**config.mk**
```make
export PLATFORM = sky130hd
export DESIGN_NAME = matrix_block_writer
export DESIGN_NICKNAME = d
export VERILOG_FILES = /design/src/rtl/matrix_op_defs_pkg.sv /design/src/rtl/matrix_block_writer.sv
export SDC_FILE = /design/constraint.sdc
export NUM_CORES = 1
export LEC_CHECK = 0
export CAP_MARGIN = 20
export CORE_MARGIN = 2
export CORE_UTILIZATION = 49
export CTS_CLUSTER_DIAMETER = 100
export DETAILED_ROUTE_END_ITERATION = 10
export MAX_ROUTING_LAYER = met4
export PLACE_DENSITY = 0.86
export SKIP_LAST_GASP = 1
export SLEW_MARGIN = 20
export SYNTH_ARGS = -nofsm -noshare
export SYNTH_HDL_FRONTEND = slang
export SYNTH_SLANG_ARGS = --single-unit
```
**constraint.sdc**
```tcl
create_clock -name clk -period 2.2 [get_ports clk]
set_clock_uncertainty 0.2 [all_clocks]
set_input_delay 0.33 -clock clk [delete_from_list [all_inputs] [get_ports clk]]
set_output_delay 0.33 -clock clk [all_outputs]
set_load 0.01 [all_outputs]
```
**src/rtl/matrix_op_defs_pkg.sv**
```systemverilog
// Shared matrix-operator definitions: BRAM geometry, writer FSM states and
// the block metadata header packing.
package matrix_op_defs_pkg;

    localparam int MATRIX_DATA_WIDTH     = 32;
    localparam int MATRIX_ADDR_WIDTH     = 11;
    localparam int MATRIX_BLOCK_SIZE     = 256;
    localparam int MATRIX_METADATA_WORDS = 3;

    typedef enum logic [3:0] {
        IDLE,
        CHECK,
        META0,
        META1,
        META2,
        STREAM,
        FILL,
        DONE,
        ERR
    } matrix_writer_state_e;

    // Header word 0 of every block: rows in the top byte, cols below, low half reserved.
    function automatic logic [MATRIX_DATA_WIDTH-1:0] pack_matrix_header(
        input logic [7:0] rows,
        input logic [7:0] cols
    );
        return {rows, cols, 16'h0000};
    endfunction

endpackage

```
**src/rtl/matrix_block_writer.sv**
```systemverilog
// Commits one operator result (metadata header + row-major payload) into its
// matrix BRAM block. Optional tail clearing via MATRIX_WRITER_ZERO_FILL_EN.
module matrix_block_writer
    import matrix_op_defs_pkg::*;
#(
    parameter int DATA_WIDTH = MATRIX_DATA_WIDTH,
    parameter int ADDR_WIDTH = MATRIX_ADDR_WIDTH,
    parameter int BLOCK_SIZE = MATRIX_BLOCK_SIZE,
    parameter int META_WORDS = MATRIX_METADATA_WORDS
) (
    input  logic                  clk,
    input  logic                  rst_n,
    input  logic                  write_request,
    output logic                  write_ready,
    input  logic [2:0]            matrix_id,
    input  logic [7:0]            actual_rows,
    input  logic [7:0]            actual_cols,
    input  logic [7:0]            matrix_name [0:7],
    input  logic [DATA_WIDTH-1:0] data_in,
    input  logic                  data_valid,
    output logic                  writer_ready,
    output logic                  write_done,
    output logic                  write_error,
    output logic                  bram_we,
    output logic [ADDR_WIDTH-1:0] bram_addr,
    output logic [DATA_WIDTH-1:0] bram_wdata,
    output matrix_writer_state_e  state_dbg
);

    // Handshakes: a request is taken on any clock where write_request and
    // write_ready are both high; a payload beat is taken on any clock where
    // data_valid and writer_ready are both high. Nothing is queued otherwise.

    matrix_writer_state_e  state_q;
    logic [7:0]            rows_q;
    logic [7:0]            cols_q;
    logic [63:0]           name_q;
    logic [ADDR_WIDTH-1:0] base_q;
    logic [15:0]           words_q;
    logic [15:0]           idx_q;

    logic                  oversize;
    logic                  last_beat;
    logic [ADDR_WIDTH-1:0] elem_addr;
    matrix_writer_state_e  after_payload;

    assign oversize  = (32'(words_q) + 32'(META_WORDS)) > 32'(BLOCK_SIZE);
    assign last_beat = (idx_q + 16'd1) == words_q;
    assign elem_addr = base_q + ADDR_WIDTH'(META_WORDS) + ADDR_WIDTH'(idx_q);

`ifdef MATRIX_WRITER_ZERO_FILL_EN
    logic block_full;
    logic fill_last;

    // idx_q keeps counting past the payload so FILL reuses the element address path.
    assign block_full    = (32'(words_q) + 32'(META_WORDS)) == 32'(BLOCK_SIZE);
    assign fill_last     = (32'(idx_q) + 32'(META_WORDS) + 32'd1) >= 32'(BLOCK_SIZE);
    assign after_payload = block_full ? DONE : FILL;
`else
    assign after_payload = DONE;
`endif

    assign write_ready  = (state_q == IDLE);
    assign writer_ready = (state_q == STREAM);
    assign state_dbg    = state_q;

    always_ff @(posedge clk or negedge rst_n) begin
        if (!rst_n) begin
            state_q     <= IDLE;
            rows_q      <= '0;
            cols_q      <= '0;
            name_q      <= '0;
            base_q      <= '0;
            words_q     <= '0;
            idx_q       <= '0;
            write_done  <= 1'b0;
            write_error <= 1'b0;
            bram_we     <= 1'b0;
            bram_addr   <= '0;
            bram_wdata  <= '0;
        end else begin
            write_done  <= 1'b0;
            write_error <= 1'b0;
            bram_we     <= 1'b0;
            case (state_q)
                IDLE: begin
                    if (write_request) begin
                        rows_q  <= actual_rows;
                        cols_q  <= actual_cols;
                        name_q  <= {matrix_name[0], matrix_name[1], matrix_name[2], matrix_name[3],
                                    matrix_name[4], matrix_name[5], matrix_name[6], matrix_name[7]};
                        base_q  <= ADDR_WIDTH'(matrix_id) * ADDR_WIDTH'(BLOCK_SIZE);
                        words_q <= 16'(actual_rows) * 16'(actual_cols);
                        idx_q   <= '0;
                        state_q <= CHECK;
                    end
                end
                CHECK: begin
                    if (oversize) begin
                        write_done  <= 1'b1;
                        write_error <= 1'b1;
                        state_q     <= ERR;
                    end else begin
                        state_q <= META0;
                    end
                end
                ERR: state_q <= IDLE;
                META0: begin
                    bram_we    <= 1'b1;
                    bram_addr  <= base_q;
                    bram_wdata <= DATA_WIDTH'(pack_matrix_header(rows_q, cols_q));
                    state_q    <= META1;
                end
                META1: begin
                    bram_we    <= 1'b1;
                    bram_addr  <= base_q + ADDR_WIDTH'(1);
                    bram_wdata <= DATA_WIDTH'(name_q[63:32]);
                    state_q    <= META2;
                end
                META2: begin
                    bram_we    <= 1'b1;
                    bram_addr  <= base_q + ADDR_WIDTH'(2);
                    bram_wdata <= DATA_WIDTH'(name_q[31:0]);
                    if (words_q != 16'd0) begin
                        state_q <= STREAM;
                    end else begin
                        state_q    <= after_payload;
                        write_done <= (after_payload == DONE);
                    end
                end
                STREAM: begin
                    if (data_valid) begin
                        bram_we    <= 1'b1;
                        bram_addr  <= elem_addr;
                        bram_wdata <= data_in;
                        idx_q      <= idx_q + 16'd1;
                        if (last_beat) begin
                            state_q    <= after_payload;
                            write_done <= (after_payload == DONE);
                        end
                    end
                end
`ifdef MATRIX_WRITER_ZERO_FILL_EN
                FILL: begin
                    bram_we    <= 1'b1;
                    bram_addr  <= elem_addr;
                    bram_wdata <= '0;
                    idx_q      <= idx_q + 16'd1;
                    if (fill_last) begin
                        write_done <= 1'b1;
                        state_q    <= DONE;
                    end
                end
`endif
                DONE:    state_q <= IDLE;
                default: state_q <= IDLE;
            endcase
        end
    end

endmodule

```
==> reports/metrics.cfg <==
[run_status]
status = finished with violations
violations = negative setup slack

[pwr]
comb_power_share_pct = 49.0
p_sw_mw = 5.994
p_int_mw = 9.181
pwr-share-seq_pct = 31.7
power_density_nw_per_um2 = 1051
peakVddDrop_uv = 569.8
power_switching_share_pct = 39.50
p_clk_share_pct = 19.3
leakagePower_nw = 6.822

[clocking]
clkTransAtPathRegs_ns = 0.07
clkSinkCount = 165
tritoncts = built
insertion_delay_ns = 0.43
cts_htree_levels = 4
clock_path_buffers = 2
cts_buffers = 17
cts_root_buf = clkbuf_16

[timing]
grt_setup_unrepaired = true
slew_viol_final = 0
slew_headroom_pct = 51.47
fin_ws_ns = -1.660
final-hold-violation-count = 0
tns_ns = -16.34
worstMarginPinSlew_ns = 0.7253
setup_violations = 19
fmax_mhz = 259.0
fin_crit_ns = 3.860
post-route-period-util_pct = 175.5

[layout]
stdcell_count = 1748
diodes = 0
area_growth_pct = 42.56
fill_cells = 1430
layout-drive-gt1-share_pct = 21.31
fin_nets = 1660

[grt]
grt_max_degree = 82
grt_overflow = 0
grt_pass1_vias = 9554
grt_pass1_wl_um = 47740
grt_antenna_before_repair = 0
track_usage_pct = 28.15

[drt]
initialDrtViolationCount = 699
drt-wirelength-per-cell_um = 17.41
dr.pass1.iters = 5
wl_um = 30430
route.vias.total = 9659
ant_nets = 0
viasPerCell = 5.526
drcViolationCount = 0

[yosys]
synth-seq-cells = 165
synth_seq_area_share_pct = 40.77
syn_area_um2 = 10130
ys_types = 66
synth_cells = 1180
yosysWarnings = 0
synth_edf_count = 0
avgSynthCellArea_um2 = 8.582
ys_async_sr_fraction_pct = 100.0
syn_nets = 1375
synthFlopType = dfrtp_1

[worst_setup_path]
ff2ff_path_depth = 7
crit_type = input pin to flip-flop
end_kind = flip-flop
crit_arrival_ns = 3.97
start_kind = input pin
cp.required_ns = 2.31
crit_path_max_fanout = 5

[floorplan]
fp.dieW_um = 147.8
io_pins = 171
core-area_um2 = 20230
start_util_pct = 50.05
placementRows = 52
die_y_um = 147.8
fp.dieArea_um2 = 21830

[worst_hold_path]
holdPathStages = 4
hold_class = input pin to flip-flop

[flow_run]
cap_violations = 0

[placed_design]
place_inst = 1685
place_congestion = 0.9340
dp_hpwl_um = 20990
port_buffers = 170
dp_slack_ns = -2.649

==> cell families after synthesis <==
kind of cell / share of synthesized area (%)
DFF: 40.77
xor gates and xnor gates: 2.854
and+or+nand+nor: 23.56
adders and majority gates: 12.06
AOI/OAI and AO/OA: 11.93
muxes: 3.571
buffers and inverters: 5.251
==> placed cells by master (no fill, tap or decap), types with 5 or more instances in the layout <==
cell and count:
a21o_1 5, nor3_1 7, o21ai_2 6, o21ai_1 10, clkbuf_16 17, and2_1 33
inv_2 11, buf_2 5, xor2_1 14, nor2_1 58, buf_12 11, buf_4 133
a21oi_1 32, clkdlybuf4s50_1 150, mux2i_1 35, nand4_1 6, ha_4 11, and3_1 6
a221oi_1 17, xnor2_1 14, buf_6 26, dfrtp_1 162, fa_1 31, nand2_2 5
o31ai_1 8, o21ai_0 72, and2_4 17, nand3_1 17, fa_2 5, ha_1 29
nand2_1 350, inv_1 52, nand2b_1 6
==> path summary, 6_finish.rpt <==
kind | from | endpoint | slack (ns)
max in group asynchronous | rst_n | state_dbg[0] | 0.89
worst max register to register | idx_q[1] | write_done | -0.13
worst max-delay path | actual_cols[5] | words_q[14] | -1.66
min in group asynchronous | rst_n | name_q[11] | 0.24
worst min register to register | name_q[13] | name_q[13] | 0.27
worst min-delay path | actual_cols[7] | cols_q[7] | 0.02
==> state kept, by name (all words and copies together), names as in the netlist <==
register and cells:
bram_wdata 32, bram_addr 11, state_dbg 4, idx_q 16, write_done 1, base_q 3, cols_q 8, words_q 16
write_error 1, bram_we 1, rows_q 8, name_q 64
==> metal layers <==
layer	GRT usage, %	vias to the layer above	wire (um)
li1	-	4487	-
met1	36.14	4701	12710
met2	45.98	380	14900
met3	4.691	91	1709
met4	8.942	0	1107
met5	-	-	0
==> cells in the mapped netlist, types with 7 or more instances <==
cell	n	area share, %
and2_1	50	3.1
xnor2_1	18	1.6
o21ai_0	86	4.3
a21oi_1	35	1.7
nand2_1	358	13
ha_1	40	4.9
fa_1	36	7.1
mux2i_1	35	3.5
nor2_1	58	2.1
nor4_1	10	0.62
dfrtp_1	165	41
inv_1	64	2.4
nand3_1	20	0.99
nor3_1	7	0.35
clkbuf_1	39	1.4
xor2_1	15	1.3
o31ai_1	11	0.82
a221oi_1	17	1.5
buf_2	20	0.99
==> worst max-delay path, stage by stage <==
cell	delay, ns
buf_2	0.15
nand2_4	0.06
fa_1	0.49
fa_1	0.49
inv_1	0.06
fa_1	0.48
inv_1	0.05
fa_1	0.50
inv_2	0.05
ha_4	0.22
o21a_1	0.17
o21ai_2	0.15
nand2b_1	0.16
a2111oi_4	0.38
or3_1	0.16
a31oi_1	0.08
==> power groups by stage <==
stage	combinational (mW)	sequential (mW)	clock, mW
2_1_floorplan	3.93	4.77	0
3_3_place_gp	6.26	4.77	0
3_5_place_dp	6.49	4.83	0
4_1_cts	7.04	4.78	2.95
5_1_grt	8.09	4.91	3.09
6_report	7.43	4.81	2.94
==> what timing repair did <==
action	CTS	global route
buffers inserted	24	7
pin swaps	60	41
gates cloned	1	0
hold buffers	1	0
gates resized for setup	131	46
setup endpoints to repair	19	25
hold endpoints to repair	57	0
==> through the flow <==
stage	power [mW]	utilization [%]	hold WS (ns)	area, um^2
floorplan	8.698	-	-0.1656	10410
global placement	11.03	65.42	0.1521	13240
detailed placement	11.32	65.42	0.1444	13240
CTS	14.77	70.40	0.02062	14240
global route	16.09	71.35	0.02400	14440
finish	15.17	71.35	0.02110	14440
==> layout make-up <==
type                            instances  area (um^2)  share of cell area, %
Sequential cell                       165         4133                  28.62
Clock buffer                           18        429.2                  2.973
Multi-Input combinational cell        884         5993                  41.51
Timing Repair Buffer                  333         3142                  21.76
Tap cell                              270        337.8                  2.340
Inverter                               64        242.7                  1.681
Clock inverter                         14        160.2                  1.109
(Power assumes the default switching activity.)
